==> src/rtl/wb_pkg.sv <==
// Shared Wishbone master definitions: FSM state encoding and default bus geometry.
// Latency: n/a (types and constants only).
// Backpressure: n/a.
package wb_pkg;

   localparam int WB_ADDR_W  = 32;
   localparam int WB_DATA_W  = 32;
   localparam int WB_TIMEOUT = 16;

   typedef enum logic {
      ST_IDLE = 1'b0,
      ST_BUS  = 1'b1
   } wb_state_e;

endpackage

==> src/rtl/wb_master_if_if.sv <==
// Wishbone classic bus bundle between one initiator and the interconnect.
// Latency: n/a (wires only).
// Backpressure: slave stalls the initiator by withholding ack_i.
interface wb_master_if_if
   import wb_pkg::*;
#(
   parameter int ADDR_W = WB_ADDR_W,
   parameter int DATA_W = WB_DATA_W
);

   logic                  cyc_o;
   logic                  stb_o;
   logic                  we_o;
   logic [ADDR_W-1:0]     adr_o;
   logic [DATA_W-1:0]     dat_o;
   logic [DATA_W/8-1:0]   sel_o;
   logic [DATA_W-1:0]     dat_i;
   logic                  ack_i;

   modport master (
      output cyc_o, stb_o, we_o, adr_o, dat_o, sel_o,
      input  dat_i, ack_i
   );

   modport slave (
      input  cyc_o, stb_o, we_o, adr_o, dat_o, sel_o,
      output dat_i, ack_i
   );

endinterface

==> src/rtl/wb_master_if.sv <==
// Wishbone classic single-transfer initiator with ACK timeout abort.
// Latency: req accepted at edge n drives STB from n; ACK sampled at edge m gives done_o after m.
// Backpressure: req_i is only sampled while idle; the slave stalls by withholding ack_i.
module wb_master_if
   import wb_pkg::*;
#(
   parameter int ADDR_W  = WB_ADDR_W,
   parameter int DATA_W  = WB_DATA_W,
   parameter int TIMEOUT = WB_TIMEOUT
) (
   input  logic                clk_i,
   input  logic                rst_ni,
   input  logic                req_i,
   input  logic                req_we_i,
   input  logic [ADDR_W-1:0]   req_adr_i,
   input  logic [DATA_W-1:0]   req_dat_i,
   input  logic [DATA_W/8-1:0] req_sel_i,
   output logic                busy_o,
   output logic                done_o,
   output logic                err_o,
   output logic [DATA_W-1:0]   rdat_o,
   wb_master_if_if.master      wb
);

   localparam int SEL_W = DATA_W / 8;
   localparam int TO_W  = $clog2(TIMEOUT);
   // Last counter value before abort: STB is then high for exactly TIMEOUT cycles.
   localparam logic [TO_W-1:0] TO_LAST = TO_W'(TIMEOUT - 1);

   wb_state_e         state_q, state_d;
   logic [TO_W-1:0]   cnt_q,   cnt_d;
   logic              cyc_q,   cyc_d;
   logic              we_q,    we_d;
   logic [ADDR_W-1:0] adr_q,   adr_d;
   logic [DATA_W-1:0] dat_q,   dat_d;
   logic [SEL_W-1:0]  sel_q,   sel_d;
   logic              done_q,  done_d;
   logic              err_q,   err_d;
   logic [DATA_W-1:0] rdat_q,  rdat_d;

   // Next-state and next-output computation; every output comes from a flop below.
   always_comb begin
      state_d = state_q;
      cnt_d   = cnt_q;
      cyc_d   = cyc_q;
      we_d    = we_q;
      adr_d   = adr_q;
      dat_d   = dat_q;
      sel_d   = sel_q;
      rdat_d  = rdat_q;
      done_d  = 1'b0;
      err_d   = 1'b0;

      case (state_q)
         ST_IDLE: begin
            // ack_i is deliberately ignored here.
            if (req_i) begin
               state_d = ST_BUS;
               cyc_d   = 1'b1;
               we_d    = req_we_i;
               adr_d   = req_adr_i;
               dat_d   = req_dat_i;
               sel_d   = req_sel_i;
               cnt_d   = '0;
            end
         end

         ST_BUS: begin
            // ACK is checked first so a late ACK on the final cycle still completes cleanly.
            if (wb.ack_i) begin
               state_d = ST_IDLE;
               cyc_d   = 1'b0;
               done_d  = 1'b1;
               if (!we_q) begin
                  rdat_d = wb.dat_i;
               end
            end else if (cnt_q == TO_LAST) begin
               state_d = ST_IDLE;
               cyc_d   = 1'b0;
               done_d  = 1'b1;
               err_d   = 1'b1;
               rdat_d  = '0;
            end else begin
               cnt_d = cnt_q + TO_W'(1);
            end
         end

         default: begin
            state_d = ST_IDLE;
            cyc_d   = 1'b0;
         end
      endcase
   end

   // State and registered outputs; reset drops any transfer in flight without a done pulse.
   always_ff @(posedge clk_i or negedge rst_ni) begin
      if (!rst_ni) begin
         state_q <= ST_IDLE;
         cnt_q   <= '0;
         cyc_q   <= 1'b0;
         we_q    <= 1'b0;
         adr_q   <= '0;
         dat_q   <= '0;
         sel_q   <= '0;
         done_q  <= 1'b0;
         err_q   <= 1'b0;
         rdat_q  <= '0;
      end else begin
         state_q <= state_d;
         cnt_q   <= cnt_d;
         cyc_q   <= cyc_d;
         we_q    <= we_d;
         adr_q   <= adr_d;
         dat_q   <= dat_d;
         sel_q   <= sel_d;
         done_q  <= done_d;
         err_q   <= err_d;
         rdat_q  <= rdat_d;
      end
   end

   // CYC and STB are one flop: this initiator never idles STB inside a cycle.
   assign wb.cyc_o = cyc_q;
   assign wb.stb_o = cyc_q;
   assign wb.we_o  = we_q;
   assign wb.adr_o = adr_q;
   assign wb.dat_o = dat_q;
   assign wb.sel_o = sel_q;

   assign busy_o = (state_q != ST_IDLE);
   assign done_o = done_q;
   assign err_o  = err_q;
   assign rdat_o = rdat_q;

endmodule

==> src/flat_wrapper.sv <==
// flat-port wrapper written by rule: the top's interface ports become plain ports
module wb_master_if_flat import wb_pkg::*;
#(
   parameter int ADDR_W  = WB_ADDR_W,
   parameter int DATA_W  = WB_DATA_W,
   parameter int TIMEOUT = WB_TIMEOUT
)
  (clk_i, rst_ni, req_i, req_we_i, req_adr_i, req_dat_i, req_sel_i, busy_o, done_o, err_o, rdat_o, wb_cyc_o, wb_stb_o, wb_we_o, wb_adr_o, wb_dat_o, wb_sel_o, wb_dat_i, wb_ack_i);
  wb_master_if_if #(.ADDR_W(ADDR_W), .DATA_W(DATA_W)) wb_i ();
  input  logic clk_i;
  input  logic rst_ni;
  input  logic req_i;
  input  logic req_we_i;
  input  logic [ADDR_W-1:0] req_adr_i;
  input  logic [DATA_W-1:0] req_dat_i;
  input  logic [DATA_W/8-1:0] req_sel_i;
  output logic busy_o;
  output logic done_o;
  output logic err_o;
  output logic [DATA_W-1:0] rdat_o;
  output wire logic [$bits(wb_i.cyc_o)-1:0] wb_cyc_o;
  output wire logic [$bits(wb_i.stb_o)-1:0] wb_stb_o;
  output wire logic [$bits(wb_i.we_o)-1:0] wb_we_o;
  output wire logic [$bits(wb_i.adr_o)-1:0] wb_adr_o;
  output wire logic [$bits(wb_i.dat_o)-1:0] wb_dat_o;
  output wire logic [$bits(wb_i.sel_o)-1:0] wb_sel_o;
  input wire logic [$bits(wb_i.dat_i)-1:0] wb_dat_i;
  input wire logic [$bits(wb_i.ack_i)-1:0] wb_ack_i;
  assign wb_cyc_o = wb_i.cyc_o;
  assign wb_stb_o = wb_i.stb_o;
  assign wb_we_o = wb_i.we_o;
  assign wb_adr_o = wb_i.adr_o;
  assign wb_dat_o = wb_i.dat_o;
  assign wb_sel_o = wb_i.sel_o;
  assign wb_i.dat_i = wb_dat_i;
  assign wb_i.ack_i = wb_ack_i;
  wb_master_if #(.ADDR_W(ADDR_W), .DATA_W(DATA_W), .TIMEOUT(TIMEOUT)) u_core (.clk_i(clk_i), .rst_ni(rst_ni), .req_i(req_i), .req_we_i(req_we_i), .req_adr_i(req_adr_i), .req_dat_i(req_dat_i), .req_sel_i(req_sel_i), .busy_o(busy_o), .done_o(done_o), .err_o(err_o), .rdat_o(rdat_o), .wb(wb_i));
endmodule
==> config.mk <==
export PLATFORM = sky130hd
export DESIGN_NAME = wb_master_if_flat
export DESIGN_NICKNAME = d
export VERILOG_FILES = /design/src/rtl/wb_pkg.sv /design/src/rtl/wb_master_if_if.sv /design/src/rtl/wb_master_if.sv /design/src/flat_wrapper.sv
export SDC_FILE = /design/constraint.sdc
export NUM_CORES = 1
export LEC_CHECK = 0
export ABC_AREA = 1
export BUFFER_PORTS_ARGS = -buffer_cell sky130_fd_sc_hd__buf_4
export CELL_PAD_IN_SITES_DETAIL_PLACEMENT = 1
export CELL_PAD_IN_SITES_GLOBAL_PLACEMENT = 1
export CORE_ASPECT_RATIO = 1.25
export CORE_MARGIN = 2
export CORE_UTILIZATION = 33
export DETAILED_ROUTE_END_ITERATION = 10
export PLACE_DENSITY_LB_ADDON = 0.1
export SYNTH_ARGS = -nofsm -noshare
export SYNTH_HDL_FRONTEND = slang
export SYNTH_SLANG_ARGS = --single-unit
==> constraint.sdc <==
create_clock -name clk_i -period 1.3 [get_ports clk_i]
set_input_delay 0.26 -clock clk_i [delete_from_list [all_inputs] [get_ports clk_i]]
set_output_delay 0.26 -clock clk_i [all_outputs]
set_load 0.1 [all_outputs]
==> metrics.md, run 1 <==
| Metric | Value |
|---|---|
| Final setup vio count | 3 |
| Fin nets | a little over 800 |
| Ant diodes | 0 |
| Post-route ant nets | 0 |
| RD Place Congestion | around 0.7 |
| Failing checks | setup timing |
| Largest net degree at the start of global routing | 54 |
| Port Buffer Count | 210 |
| Async S/R FF share, synth | 1.000 |
| Worst R2R Path Depth | 6 |
| Die X | between 100 and 150 um |
| Seq/Total Area, Yosys | 0.6103 |
| Commonest non-fill, non-tap cell in the layout | nand2_1 |
| Final WS setup | -0.003974 ns |
| Hold Path Stages | 2 |
| Max VDD drop | roughly 0.0011 V |
| Crit start category | flip-flop |
| DRT iter0 DRCs | between 100 and 150 |
| I/O pin total | 211 |
| Commonest non-fill, non-tap cells in the layout | 203 x nand2_1, 187 x buf_4, 106 x dfrtp_1 |
| Crit-path cells | buf_12 |
| Critical-path top delay cell | dfrtp_4 |
| Hold crit path type | in2reg |
| RSZ-0062 raised after global routing | true |
| Skew final | between 0.009 and 0.01 ns |
| Hold WS | about 0.13 ns |
| Die Area | approximately 0.014 mm2 |
| GRT Total Usage | 0.1940 |
| Final Cell Area | ~0.0070 mm2 |
| Share of layout cells above drive strength 1 | 0.3949 |
| Max Fanout on Critical Path | 4 |
| Initial Util | 0.3378 |
| Synthesized instance count | between 400 and 500 |
| Pwr/cell area | ~2300 mW/mm2 |
| Pre-antenna DRT Iters | 5 |
| Final Total Pwr | 16.43 mW |
| Period utilisation layout | 1.003 |
| Vias in the first global route | approximately 4300 |
| Worst skew pair latency | ~0.35 ns |
| Clock buffer count from CTS | 9 |
| Flop2flop setup slack | approximately 0.030 ns |
| Crit path DAT | between 1 and 1.5 ns |
| Core Region | approximately 0.013 mm2 |
| Final Hold Fails | 0 |
| Max Clk Rate | 766.9 MHz |
| DRT Wirelength | roughly 15000 um |
| # rows | 47 |
| Fill cells | ~1500 |
| DIE HEIGHT | between 100 and 150 um |
| Post-synth cell types | 18 |
| Max cap viols | 0 |
| Gr ovfl total | 0 |
| Slew @ Worst Pin | 0.3259 ns |
| Crit path max-delay family | flip-flops |
| Status | finished, violations left |
| Net count after synthesis | slightly below 600 |
| Clock tree buffer depth | 2 |
| Leak pwr | between 3 and 4 nW |
| Critical Path Max Stage Delay | about 0.52 ns |
| Post-synth EDFFs | 0 |
| Syn Std Cell Area | 0.004469 mm2 |
| Clock transition at path regs | 0.07 ns |
| CP Depth | 1 |
| Clock root cell | clkbuf_16 |
| Yosys reg bits | ~110 |
| Worst Path Buf+Inv | 1 |
| Post-detail-place hpwl | 9866 um |
| Via density | 4.914 |
| Sink Count | approximately 110 |
| Mapped Avg Cell Area | a little over 9 um2 |
| Prevailing post-synth register cell | dfrtp_1 |
| Synth Warn # | 0 |
| Relative slew slack | 0.7827 |
| CP endpoint kind | primary output |
| Clock tree from TritonCTS | built |
| Routed vias | ~4300 |
| Antenna violations before repair | 0 |
| CTS H-tree depth | 3 |
| # DRC | 0 |
| Critical path class | reg2out |
| CP required | 1.04 ns |
| Placement Setup Slack | -0.1356 ns |
| Post-DP Area | around 0.0062 mm2 |
| Slew Viols, Final | 0 |
| Global-route wire length before repair | between 20000 and 25000 um |
| Final min period | about 1.3 ns |
| Area Overhead vs Synth | 57.59% |
| Routed WL per cell | between 15 and 20 um |
-- flip-flops by register name, indices dropped and copies added (netlist names) --
name             cells
u_core.rdat_o       32
u_core.busy_o        1
u_core.wb.sel_o      4
u_core.cnt_q         4
u_core.done_o        1
u_core.wb.we_o       1
u_core.wb.dat_o     32
u_core.wb.cyc_o      1
u_core.wb.adr_o     32
u_core.err_o         1
-- path summary, 6_finish.rpt --
kind                                                       end                            from
worst max-delay path                                    busy_o         u_core.busy_o$_DFF_PN0_
worst min-delay path                    u_core.err_o$_DFF_PN0_                        wb_ack_i
worst max register to register    u_core.rdat_o[8]$_DFFE_PN0P_     u_core.cnt_q[0]$_DFFE_PN0P_
worst min register to register  u_core.wb.adr_o[1]$_DFFE_PN0P_  u_core.wb.adr_o[1]$_DFFE_PN0P_
max in group asynchronous       u_core.wb.sel_o[0]$_DFFE_PN0P_                          rst_ni
min in group asynchronous       u_core.wb.dat_o[9]$_DFFE_PN0P_                          rst_ni
-- metal layers --
layer	GRT usage	share of wire
met1	0.2342	0.38
met2	0.3302	0.53
met3	0.05977	0.071
met4	0.06054	0.019
met5	0	0
-- per-stage QoR --
stage,TNS (ns),util,cells
floorplan,-3.737,-,488
global placement,-0.5976,0.4721,847
detailed placement,-3.462,0.4721,847
CTS,-1.159,0.5002,869
global route,-0.3188,0.5323,880
finish,-0.007554,0.5323,880
-- worst reg2reg max path, stage by stage (launching register included) --
cell     delay, ns
dfrtp_1       0.40
ha_4          0.16
nand3_4       0.10
nand2_8       0.14
nand3_4       0.18
nand2_2       0.13
nand2_2       0.05
-- what timing repair did --
action	4_1_cts	5_1_grt
gates cloned	1	10
endpoints found under the hold margin	12	0
setup endpoints to repair	40	79
buffers inserted	4	1
gates resized for setup	10	59
pin swaps	1	9
hold buffers	1	0
-- layout make-up --
cell class | count | area (um2) | area share
inverters | 8 | 42.54 | 0.006040
repair buffers | 239 | 2153 | 0.3057
clock buffers | 11 | 242.7 | 0.03446
multi-input cells | 337 | 1615 | 0.2293
clock inverters | 5 | 36.28 | 0.005152
flip-flops and latches | 109 | 2739 | 0.3889
well taps | 171 | 214.0 | 0.03038
-- cells by family (layout without fill, tap and decap cells) --
group | Yosys count | after routing | synth area share
buffers and inverters | 46 | 263 | 0.06159
and+or+nand+nor | 330 | 334 | 0.3222
xor gates and xnor gates | 1 | 1 | 0.001960
adders and majority gates | 1 | 1 | 0.002799
AOI/OAI and AO/OA | 1 | 1 | 0.001119
DFF | 109 | 109 | 0.6103
-- synth_stat cells, types with 2 or more instances --
library cell | instances | area share
buf_2 | 11 | 0.012
clkbuf_1 | 13 | 0.011
nand2_2 | 2 | 0.0028
buf_6 | 10 | 0.025
nand2_1 | 216 | 0.18
nand4_1 | 33 | 0.046
inv_1 | 7 | 0.0059
buf_4 | 3 | 0.0050
nor2_1 | 2 | 0.0017
dfrtp_1 | 109 | 0.61
nand3_1 | 75 | 0.084
-- report_power, final --
part | switching, mW | leakage, nW | total [mW] | internal, mW
logic | 7.08 | 2.32 | 9.09 | 2.01
registers | 0.550 | 1.37 | 4.72 | 4.17
clock network | 1.27 | 0.128 | 2.63 | 1.36
total | 8.90 | 3.82 | 16.4 | 7.53
Note: power is estimated with default switching activity, not from simulation.
==> run 2: changes to the inputs <==
MAX_ROUTING_LAYER = met4   (was default)
==> metrics.md, run 2 (same netlist as run 1, synthesis figures left out) <==
| Metric | Value |
|---|---|
| Status | finished, violations left |
| Failing checks | setup timing |
| Final setup vio count | 1 (-2) |
| Hold Path Stages | 2 (unchanged) |
| Via density | 4.895 (-0.37%) |
| Die Area | 0.01450 mm2 (unchanged) |
| Pre-antenna DRT Iters | 4 (-1) |
| Met3 wire len | 975 um (-11%) |
| RR Startpoint | u_core.cnt_q[1]$_DFFE_PN0P_ |
| GRT Total Usage | 0.1998 (+0.005819) |
| Final Hold Fails | 0 (unchanged) |
| Slew Viols, Final | 0 (unchanged) |
| Area Overhead vs Synth | 57.59% (unchanged) |
| Largest net degree at the start of global routing | 54 (unchanged) |
| Hold WS | 0.1300 ns (+0.002213 ns) |
| Skew final | 0.007850 ns (-0.001325 ns) |
| Fill cells | 1541 (+0.33%) |
| # rows | 47 (unchanged) |
| Post-route ant nets | 0 (unchanged) |
| Fin nets | 810 (unchanged) |
| Crit path DAT | 1.04 ns (about the same) |
| Met2 WL | 8145 um (-0.29%) |
| Worst Path Buf+Inv | 1 (unchanged) |
| Share of layout cells above drive strength 1 | 0.3949 (unchanged) |
| Commonest non-fill, non-tap cell in the layout | nand2_1 |
| Final min period | 1.304 ns (-0.0001918 ns) |
| Crit-path cells | buf_12 |
| Critical Path Max Stage Delay | 0.52 ns (about the same) |
| Clock tree buffer depth | 2 (unchanged) |
| Core Region | 0.01323 mm2 (unchanged) |
| Max Fanout on Critical Path | 4 (unchanged) |
| Critical path class | reg2out |
| Leak pwr | 3.816 nW (unchanged) |
| DIE HEIGHT | 134.1 um (unchanged) |
| RD Place Congestion | 0.7200 (+1.1%) |
| Die X | 108.1 um (unchanged) |
| CTS H-tree depth | 3 (unchanged) |
| # DRC | 0 (unchanged) |
| Routed vias | 4308 (-0.37%) |
| R2r endpoint | u_core.rdat_o[8]$_DFFE_PN0P_ |
| Crit path max-delay family | flip-flops |
| Hold endpoint | u_core.err_o$_DFF_PN0_ |
| I/O pin total | 211 (unchanged) |
| CP required | 1.04 ns (about the same) |
| Antenna violations before repair | 0 (unchanged) |
| Period utilisation layout | 1.003 (about the same) |
| Clock tree from TritonCTS | built |
| Port Buffer Count | 210 (unchanged) |
| Pwr/cell area | 2331 mW/mm2 (about the same) |
| Crit start category | flip-flop |
| Initial Util | 0.3378 (unchanged) |
| Worst skew pair latency | 0.35 ns (about the same) |
| Flop2flop setup slack | 0.03 ns (about the same) |
| Placement Setup Slack | -0.1356 ns (unchanged) |
| CP endpoint kind | primary output |
| RSZ-0062 raised after global routing | true |
| Post-detail-place hpwl | 9866 um (unchanged) |
| Final WS setup | -0.003782 ns (+0.0001918 ns) |
| DRT Wirelength | 15380 um (-0.25%) |
| Max cap viols | 0 (unchanged) |
| Hold_sp | wb_ack_i |
| DRT met1 WL | 5983 um (+2.2%) |
| Max Clk Rate | 767.0 MHz (about the same) |
| Worst R2R Path Depth | 6 (unchanged) |
| Routed WL per cell | 17.48 um (-0.25%) |
| Sink Count | 109 (unchanged) |
| Clock transition at path regs | 0.07 ns (about the same) |
| Slew @ Worst Pin | 0.3240 ns (-0.001901 ns) |
| Max VDD drop | 0.001076 V (about the same) |
| Relative slew slack | 0.7840 (+0.001268) |
| Final Total Pwr | 16.42 mW (about the same) |
| Vias in the first global route | 4299 (+0.47%) |
| Critical-path top delay cell | dfrtp_4 |
| Hold crit path type | in2reg |
| Ant diodes | 0 (unchanged) |
| Clock buffer count from CTS | 9 (unchanged) |
| Global-route wire length before repair | 22100 um (-0.22%) |
| DRT iter0 DRCs | 149 (+13%) |
| Commonest non-fill, non-tap cells in the layout | 203 x nand2_1, 187 x buf_4, 106 x dfrtp_1 |
| Max layer used | met4 |
| Gr ovfl total | 0 (unchanged) |
| Clock root cell | clkbuf_16 |
-- run 2: cell counts in the layout (fill, tap and decap cells not counted) --
No cell type changed its count.
-- run 2: report_power, final --
group	total, mW	switching, mW	leakage (nW)	internal, mW
clock	2.62	1.26	0.128	1.36
sequential	4.72	0.552	1.37	4.17
combinational	9.08	7.07	2.32	2.01
total	16.4	8.89	3.82	7.53
-- run 2: layout make-up --
class	count	area [um2]	area share
Inverter	8	42.54	0.006040
Tap cell	171	214.0	0.03038
Sequential cell	109	2739	0.3889
Clock inverter	5	36.28	0.005152
Clock buffer	11	242.7	0.03446
Multi-Input combinational cell	337	1615	0.2293
Timing Repair Buffer	239	2153	0.3057
-- run 2: layer usage --
layer | global-route usage | vias to the layer above
met1 | 0.2411 | 2125
met5 | - | -
met2 | 0.3309 | 138
met4 | 0.06054 | 0
li1 | - | 2026
met3 | 0.04859 | 19
-- run 2: how the worst max path moves through the flow --
stage	startpoint	end	slack (ns)	cells past startpoint
2_1_floorplan	u_core.busy_o$_DFF_PN0_	u_core.wb.adr_o[0]$_DFFE_PN0P_	-0.09	7
3_3_place_gp	u_core.cnt_q[0]$_DFFE_PN0P_	u_core.rdat_o[23]$_DFFE_PN0P_	-0.02	6
3_5_place_dp	u_core.cnt_q[0]$_DFFE_PN0P_	u_core.rdat_o[24]$_DFFE_PN0P_	-0.14	6
4_1_cts	u_core.cnt_q[0]$_DFFE_PN0P_	u_core.rdat_o[8]$_DFFE_PN0P_	-0.05	6
5_1_grt	u_core.cnt_q[0]$_DFFE_PN0P_	u_core.rdat_o[8]$_DFFE_PN0P_	-0.03	6
6_report	u_core.busy_o$_DFF_PN0_	busy_o	-0.004	1
-- run 2: metrics by stage --
stage	setup TNS (ns)	std cells	area, um2	utilization
final	-0.003782	880	7043	0.5323
after floorplan	-3.737	488	4501	-
after detailed placement	-3.462	847	6246	0.4721
after CTS	-1.159	869	6619	0.5002
after global routing	-0.3204	880	7043	0.5323
after global placement	-0.5976	847	6246	0.4721
-- run 2: what timing repair did --
item,4_1_cts,5_1_grt
cloned,1,10
setup endpoints to repair,40,74
hold endpoints to repair,12,0
setup buffers,4,1
resized for setup,10,59
hold buffers,1,0
pin swaps,1,9
==> run 3: changes to the inputs <==
RECOVER_POWER = 50   (was default)
==> metrics.md, run 3 (same netlist as run 1, synthesis figures left out) <==
| Metric | Value |
|---|---|
| Post-layout util | 0.5303 (-0.001986) |
| Core Region | 0.01323 mm2 (unchanged) |
| Max VDD drop | 0.001076 V (about the same) |
| Worst Path Buf+Inv | 1 (unchanged) |
| Worst skew pair latency | 0.35 ns (about the same) |
| GRT Total Usage | 0.1998 (unchanged) |
| Ant diodes | 0 (unchanged) |
| CTS H-tree depth | 3 (unchanged) |
| Port Buffer Count | 210 (unchanged) |
| Failing checks | setup timing |
| Vias in the first global route | 4299 (unchanged) |
| Fin nets | 810 (unchanged) |
| Max Fanout on Critical Path | 4 (unchanged) |
| Routed vias | 4307 (-0.023%) |
| Slew Viols, Final | 0 (unchanged) |
| # DRC | 0 (unchanged) |
| Clock buffer count from CTS | 9 (unchanged) |
| RD Place Congestion | 0.7200 (unchanged) |
| DRT Wirelength | 15380 um (about the same) |
| Global-route wire length before repair | 22100 um (unchanged) |
| Max Clk Rate | 767.1 MHz (about the same) |
| I/O pin total | 211 (unchanged) |
| Clock tree buffer depth | 2 (unchanged) |
| RSZ-0062 raised after global routing | true |
| DRT iter0 DRCs | 149 (unchanged) |
| Clock transition at path regs | 0.07 ns (about the same) |
| Critical-path top delay cell | dfrtp_4 |
| Routed WL per cell | 17.48 um (about the same) |
| Clock root cell | clkbuf_16 |
| Commonest non-fill, non-tap cell in the layout | nand2_1 |
| Placement Setup Slack | -0.1356 ns (unchanged) |
| Crit start category | flip-flop |
| Post-route ant nets | 0 (unchanged) |
| Final setup vio count | 1 (unchanged) |
| Crit path DAT | 1.04 ns (about the same) |
| Relative slew slack | 0.7150 (-0.06898) |
| Status | finished, violations left |
| Leak pwr | 3.807 nW (-0.25%) |
| Antenna violations before repair | 0 (unchanged) |
| Final Hold Fails | 0 (unchanged) |
| Max cap viols | 0 (unchanged) |
| Gr ovfl total | 0 (unchanged) |
| DIE HEIGHT | 134.1 um (unchanged) |
| Die X | 108.1 um (unchanged) |
| Area Overhead vs Synth | 57.00% |
| Initial Util | 0.3378 (unchanged) |
| Largest net degree at the start of global routing | 54 (unchanged) |
| Flop2flop setup slack | 0.03 ns (about the same) |
| Slew @ Worst Pin | 0.4275 ns (+0.1035 ns) |
| Sink Count | 109 (unchanged) |
| Period utilisation layout | 1.003 (about the same) |
| Clock tree from TritonCTS | built |
| CP required | 1.04 ns (about the same) |
| # rows | 47 (unchanged) |
| Pwr/cell area | 2338 mW/mm2 (+0.29%) |
| Skew final | 0.007345 ns (-0.0005052 ns) |
| Pre-antenna DRT Iters | 4 (unchanged) |
| Critical path class | reg2out |
| Share of layout cells above drive strength 1 | 0.3949 (unchanged) |
| Hold crit path type | in2reg |
| Post-detail-place hpwl | 9866 um (unchanged) |
| CP endpoint kind | primary output |
| Fill cells | 1541 (unchanged) |
| Final min period | 1.304 ns (-0.0001207 ns) |
| Die Area | 0.01450 mm2 (unchanged) |
| Critical Path Max Stage Delay | 0.52 ns (about the same) |
| Crit path max-delay family | flip-flops |
| Final WS setup | -0.003661 ns (+0.0001207 ns) |
| Commonest non-fill, non-tap cells in the layout | 203 x nand2_1, 186 x buf_4, 106 x dfrtp_1 |
| Crit-path cells | buf_12 |
| Via density | 4.894 (about the same) |
[run 3: cell types whose count changed in the layout (fill, tap and decap cells not counted), sizes merged]
cell,previous run,this run
clkbuf,16,17
buf,233,232
[run 3: stage by stage]
step / instances / hold slack, ns / TNS [ns] / power (mW) / area, um2
5_1_grt: 880 / 0.1256 / -0.3165 / 17.03 / 7017
6_report: 880 / 0.1301 / -0.003661 / 16.40 / 7017
4_1_cts: 869 / 0.1145 / -1.159 / 16.07 / 6619
3_3_place_gp: 847 / 0.1440 / -0.5976 / 13.19 / 6246
3_5_place_dp: 847 / 0.1517 / -3.462 / 13.33 / 6246
2_1_floorplan: 488 / -0.03559 / -3.737 / 11.21 / 4501
[run 3: worst paths after layout]
check	start	end	depth (start not counted)
worst max-delay path	u_core.busy_o$_DFF_PN0_	busy_o	1
worst min register to register	u_core.wb.adr_o[28]$_DFFE_PN0P_	u_core.wb.adr_o[28]$_DFFE_PN0P_	2
worst max register to register	u_core.cnt_q[1]$_DFFE_PN0P_	u_core.rdat_o[8]$_DFFE_PN0P_	6
worst min-delay path	wb_ack_i	u_core.err_o$_DFF_PN0_	2
max in group asynchronous	rst_ni	u_core.wb.dat_o[14]$_DFFE_PN0P_	3
min in group asynchronous	rst_ni	u_core.wb.dat_o[9]$_DFFE_PN0P_	2
[run 3: final cells by class]
cell class / count / area (um2) / area share
Clock buffer: 11 / 242.7 / 0.03459
Clock inverter: 5 / 36.28 / 0.005171
Inverter: 8 / 42.54 / 0.006063
Multi-Input combinational cell: 337 / 1615 / 0.2302
Sequential cell: 109 / 2739 / 0.3903
Tap cell: 171 / 214.0 / 0.03049
Timing Repair Buffer: 239 / 2127 / 0.3031
[run 3: where the power goes]
group	internal, mW	switching (mW)
Combinational	2.00	7.07
Clock	1.36	1.26
Sequential	4.17	0.552
Total	7.52	8.88
[run 3: repair_timing]
item | 4_1_cts | 5_1_grt
endpoints found under the hold margin | 12 | 0
cloned | 1 | 10
buffers inserted | 4 | 1
pin swaps | 1 | 9
setup endpoints to repair | 40 | 74
hold buffers | 1 | 0
resized for setup | 10 | 59
[run 3: layer usage]
| metal | routed length, um | track usage |
|---|---|---|
| met2 | 8140 | 0.3309 |
| met3 | 977 | 0.04859 |
| met1 | 5982 | 0.2411 |
| met5 | 0 | - |
| met4 | 279 | 0.06054 |
